`config.mk`:
```
export PLATFORM = sky130hd
export DESIGN_NAME = result_serializer
export DESIGN_NICKNAME = d
export VERILOG_FILES = /design/src/rtl/result_serializer.sv
export SDC_FILE = /design/constraint.sdc
export NUM_CORES = 1
export LEC_CHECK = 0
export BUFFER_PORTS_ARGS = -buffer_cell sky130_fd_sc_hd__buf_2
export CELL_PAD_IN_SITES_DETAIL_PLACEMENT = 0
export CELL_PAD_IN_SITES_GLOBAL_PLACEMENT = 1
export CORE_ASPECT_RATIO = 0.75
export CORE_MARGIN = 2
export CORE_UTILIZATION = 33
export DETAILED_ROUTE_END_ITERATION = 8
export HOLD_SLACK_MARGIN = 0.06
export PLACE_DENSITY_LB_ADDON = 0.1
export SKIP_CTS_REPAIR_TIMING = 1
export SLEW_MARGIN = 10
export SYNTH_ARGS = -nofsm -noshare
export SYNTH_HDL_FRONTEND = slang
export SYNTH_SLANG_ARGS = --single-unit
```
`constraint.sdc`:
```
create_clock -name iClock -period 3.21 [get_ports iClock]
set_input_delay 0.321 -clock iClock [delete_from_list [all_inputs] [get_ports iClock]]
set_output_delay 0.321 -clock iClock [all_outputs]
set_load 0.05 [all_outputs]
```
`src/rtl/result_serializer.sv`:
```
// result_serializer: reads a block of result memory one word at a time and
// presents each word to the HPS PIO with a four-phase valid/taken handshake.
module result_serializer #(
   parameter int unsigned ADDR_WIDTH = 15,
   parameter int unsigned DATA_WIDTH = 32
) (
   input  logic                  iClock,
   input  logic                  iReset_n,
   input  logic                  iStart,
   input  logic [15:0]           iNumWords,
   output logic [ADDR_WIDTH-1:0] oMemAddr,
   input  logic [DATA_WIDTH-1:0] iMemReadData,
   output logic [DATA_WIDTH-1:0] oSerialData,
   output logic [31:0]           oSerialIndex,
   output logic                  oDataValid,
   input  logic                  iDataTaken,
   output logic                  oBusy,
   output logic                  oDone,
   input  logic                  iDoneFeedback
);

   // Count/index must hold 2^ADDR_WIDTH as well as any 16-bit request.
   localparam int unsigned CNT_W = (ADDR_WIDTH + 1 > 16) ? ADDR_WIDTH + 1 : 16;
   localparam logic [CNT_W-1:0] MAX_WORDS = CNT_W'({1'b1, {ADDR_WIDTH{1'b0}}});

   typedef enum logic [2:0] {
      IDLE         = 3'd0,
      READ         = 3'd1,
      CAPTURE      = 3'd2,
      PRESENT      = 3'd3,
      WAIT_ACK_LOW = 3'd4,
      DONE         = 3'd5
   } state_t;

   state_t           state;
   logic [CNT_W-1:0] index;
   logic [CNT_W-1:0] count;
   logic             armed;
   logic [CNT_W-1:0] req_words;
   logic [CNT_W-1:0] next_index;

   // Requested word count clamped to the memory depth, and the next index.
   always_comb begin
      req_words  = CNT_W'(iNumWords);
      next_index = index + CNT_W'(1);
      if (req_words > MAX_WORDS) begin
         req_words = MAX_WORDS;
      end
   end

   // Readout state machine; every output is registered here.
   always_ff @(posedge iClock) begin
      if (!iReset_n) begin
         state        <= IDLE;
         index        <= '0;
         count        <= '0;
         armed        <= 1'b0;
         oMemAddr     <= '0;
         oSerialData  <= '0;
         oSerialIndex <= '0;
         oDataValid   <= 1'b0;
         oBusy        <= 1'b0;
         oDone        <= 1'b0;
      end else begin
         case (state)
            IDLE: begin
               // A start needs iStart seen low in IDLE first, so a level
               // held over from a previous readout or reset cannot retrigger.
               if (!iStart) begin
                  armed <= 1'b1;
               end else if (armed) begin
                  armed    <= 1'b0;
                  count    <= req_words;
                  index    <= '0;
                  oMemAddr <= '0;
                  if (req_words != '0) begin
                     state <= READ;
                     oBusy <= 1'b1;
                  end else begin
                     state <= DONE;
                     oDone <= 1'b1;
                  end
               end
            end
            READ: begin
               // Address was issued on entry; wait out the memory latency.
               state <= CAPTURE;
            end
            CAPTURE: begin
               oSerialData  <= iMemReadData;
               oSerialIndex <= 32'(index);
               oDataValid   <= 1'b1;
               state        <= PRESENT;
            end
            PRESENT: begin
               if (iDataTaken) begin
                  oDataValid <= 1'b0;
                  state      <= WAIT_ACK_LOW;
               end
            end
            WAIT_ACK_LOW: begin
               if (!iDataTaken) begin
                  if (next_index < count) begin
                     index    <= next_index;
                     oMemAddr <= ADDR_WIDTH'(next_index);
                     state    <= READ;
                  end else begin
                     oBusy <= 1'b0;
                     oDone <= 1'b1;
                     state <= DONE;
                  end
               end
            end
            DONE: begin
               if (iDoneFeedback) begin
                  oDone <= 1'b0;
                  state <= IDLE;
               end
            end
            default: begin
               state      <= IDLE;
               oDataValid <= 1'b0;
               oBusy      <= 1'b0;
               oDone      <= 1'b0;
            end
         endcase
      end
   end

endmodule

```
==> results.json <==
{
  "start_util_pct": 33.54,
  "htree_levels": 3,
  "antenna_found_initial": 0,
  "cp.required_ns": 3.44,
  "grt_max_degree": 74,
  "place_area_um2": 5006,
  "drtAntennaViolNets": 0,
  "finalHoldViolations": 0,
  "max_slew.worst_pin.slew_ns": 0.9663,
  "syn_area_per_cell_um2": 8.165,
  "hold_start": "iMemReadData[19]",
  "yosysSeqAreaShare_pct": 40.17,
  "clkPwrFrac_pct": 35.5,
  "final_common_cell": "nand2_1",
  "setup-tns-final_ns": 0,
  "diodes": 0,
  "drive_above_1_share_pct": 28.77,
  "numPortBuffers": 118,
  "clk_pin_slew_ns": 0.06,
  "die-area_um2": 14080,
  "max_slew_margin_pct": 35.35,
  "vias": 3909,
  "skew_ns": 0.006688,
  "worstHoldEndpoint": "oSerialData[19]$_SDFFE_PN0P_",
  "core_um2": 12930,
  "synthFlopType": "dfxtp_1",
  "p_int_mw": 1.944,
  "syn_area_um2": 4335,
  "io_pins": 135,
  "numClockSinks": 87,
  "ys_ff_latch": 87,
  "setup_viol": 0,
  "status": "finished, final reports clean",
  "yosys.area.top_type": "dfxtp_1",
  "final.fill_count": 1334,
  "wirelength_um": 11880,
  "synth.distinct_cells": 53,
  "grt_pass1_wl_um": 18170,
  "hp-class": "input pin to flop",
  "track_usage_pct": 16.64,
  "rows": 36,
  "max-cap-violations": 0,
  "globalplace.congestion": 0.8200,
  "power.share.switching_pct": 34.23,
  "layout_common_cells": "nand2_1, buf_2, dfxtp_1, a21boi_0, buf_4",
  "finalCritPeriodShare_pct": 95.66,
  "synthTopCellsByArea": "dfxtp_1, nand2_1, a21boi_0",
  "clkLatencyLatePin_ns": 0.35,
  "vdd_drop_max_v": 0.0003214,
  "switchingPower_mw": 1.012,
  "post-route-drc-count": 0,
  "wl_per_cell_um": 14.60,
  "power.leakage_nw": 2.325,
  "r2r_slack_ns": 0.14,
  "synth-async-reset-ratio_pct": 0,
  "r2r-start": "oMemAddr[2]$_SDFFE_PN0P_",
  "p_total_mw": 2.955,
  "overflow": 0,
  "stdcell_count": 814,
  "yosys_warnings": 0,
  "worstRegToRegCells": 13,
  "final_core_util_pct": 41.72,
  "slew_violations": 0,
  "die_w_um": 136.4,
  "dr.pass1.iters": 5,
  "cp-end-kind": "flop",
  "cts_root_buf": "clkbuf_16",
  "syn_inst": 531,
  "fmaxAchievable_mhz": 325.7,
  "p_per_area_nw_per_um2": 547.9,
  "chipHeight_um": 103.3,
  "via_per_inst": 4.802,
  "synth_top_area_share_pct": 40.17,
  "grt_pass1_vias": 3561,
  "cts-buffers-inserted": 9,
  "post-dp-hpwl_um": 8318,
  "seq_power_share_pct": 40.5,
  "synth-edff-count": 0,
  "comb_power_share_pct": 24.0,
  "fin_area_um2": 5394,
  "cp-start-kind": "flop",
  "area_growth_pct": 24.42,
  "dp_cells": 793,
  "r2r-end": "oMemAddr[2]$_SDFFE_PN0P_",
  "first_iter_violations": 176,
  "worstHoldPathCells": 3,
  "path_class": "flop to flop",
  "period_needed_ns": 3.071,
  "cts_tree": "built",
  "nets": 707,
  "cp.arrival_ns": 3.30,
  "crit_fanout": 8,
  "cts_buffer_depth": 2
}
state kept, by name, indices dropped and copies added, names as in the netlist:
register,count
oMemAddr,14
state,3
oDataValid,1
armed,1
count,16
index,2
oBusy,1
oDone,1
oSerialData,32
oSerialIndex,16
through the flow:
stage	setup WS (ns)	hold WS, ns
floorplan	0.09815	0.4653
CTS	0.01179	0.2060
global placement	0.04399	0.4486
detailed placement	0.02855	0.4553
global route	-0.02506	0.2169
finish	0.1394	0.2182
critical path, cell delays in order, from the launching register on:
cell      delay [ns]
dfxtp_1         0.37
nand4_1         0.18
nor2_2          0.17
and4_4          0.26
nand2_1         0.11
xnor2_2         0.20
ha_1            0.27
nand4_1         0.21
nor3_2          0.11
nor4_2          0.32
a21boi_1        0.11
buf_4           0.18
and2_1          0.18
a221o_1         0.29
cell type report:
| type | count | area, um^2 | area share, % |
|---|---|---|---|
| inverter | 18 | 67.56 | 1.253 |
| multi-input combinational | 377 | 2283 | 42.33 |
| sequential | 87 | 1744 | 32.34 |
| clock buffer | 11 | 232.7 | 4.315 |
| timing repair buffer | 145 | 793.3 | 14.71 |
| tap | 171 | 214.0 | 3.967 |
| clock inverter | 5 | 58.81 | 1.090 |
worst max path at each step:
stage	start	cells past startpoint	slack (ns)	endpoint
finish	oMemAddr[2]$_SDFFE_PN0P_	13	0.14	oMemAddr[2]$_SDFFE_PN0P_
global route	oMemAddr[0]$_SDFFE_PN0P_	14	-0.03	oMemAddr[2]$_SDFFE_PN0P_
CTS	oMemAddr[0]$_SDFFE_PN0P_	14	0.01	oMemAddr[2]$_SDFFE_PN0P_
detailed placement	oMemAddr[0]$_SDFFE_PN0P_	13	0.03	oMemAddr[13]$_SDFFE_PN0P_
global placement	oMemAddr[3]$_SDFFE_PN0P_	13	0.04	oMemAddr[13]$_SDFFE_PN0P_
floorplan	oMemAddr[0]$_SDFFE_PN0P_	13	0.1	oMemAddr[1]$_SDFFE_PN0P_
kinds of logic (layout without fill, tap and decap cells):
logic type / after synthesis / in the layout / synth area share [%]
AO/OA/AOI/OAI: 115 / 115 / 19.37
XOR/XNOR: 14 / 14 / 2.828
adder cells (fa/ha/maj): 16 / 16 / 4.618
buffers and inverters: 82 / 179 / 9.841
flip-flops: 87 / 87 / 40.17
multiplexers: 1 / 1 / 0.2309
other: 1 / 16 / 0.08650
AND/OR/NAND/NOR: 215 / 215 / 22.86
cell usage after synthesis, drive strengths merged, types with 2 or more instances:
| library cell | instances |
|---|---|
| nand4 | 6 |
| a21boi | 50 |
| nand2b | 3 |
| buf | 36 |
| xnor2 | 9 |
| nor2 | 17 |
| xor2 | 5 |
| inv | 18 |
| a221o | 3 |
| and4 | 2 |
| and2 | 4 |
| o31ai | 3 |
| clkbuf | 28 |
| o21ai | 12 |
| o211ai | 4 |
| ha | 16 |
| nor4 | 5 |
| or2 | 3 |
| a22o | 2 |
| a21oi | 12 |
| nor3b | 3 |
| dfxtp | 87 |
| nor3 | 8 |
| nor2b | 19 |
| o211a | 2 |
| a32oi | 2 |
| nand2 | 121 |
| a31oi | 2 |
| and3 | 3 |
| nand3 | 18 |
| a22oi | 13 |
metal layers:
layer	vias up	wire, um	track usage (%)	share of wire [%]
li1	1975	-	-	-
met1	1807	5692	22.47	48
met2	114	5310	25.47	45
met3	13	725	5.019	6.1
met4	0	155	5.609	1.3
met5	-	0	0	0
power by group through the flow:
| stage | Combinational [mW] | Sequential, mW | Clock (mW) |
|---|---|---|---|
| 2_1_floorplan | 0.361 | 1.39 | 0 |
| 3_3_place_gp | 0.689 | 1.22 | 0 |
| 3_5_place_dp | 0.697 | 1.22 | 0 |
| 4_1_cts | 0.700 | 1.20 | 1.08 |
| 5_1_grt | 0.776 | 1.21 | 1.13 |
| 6_report | 0.709 | 1.20 | 1.05 |
No activity file was read; power rests on OpenSTA's default activity.
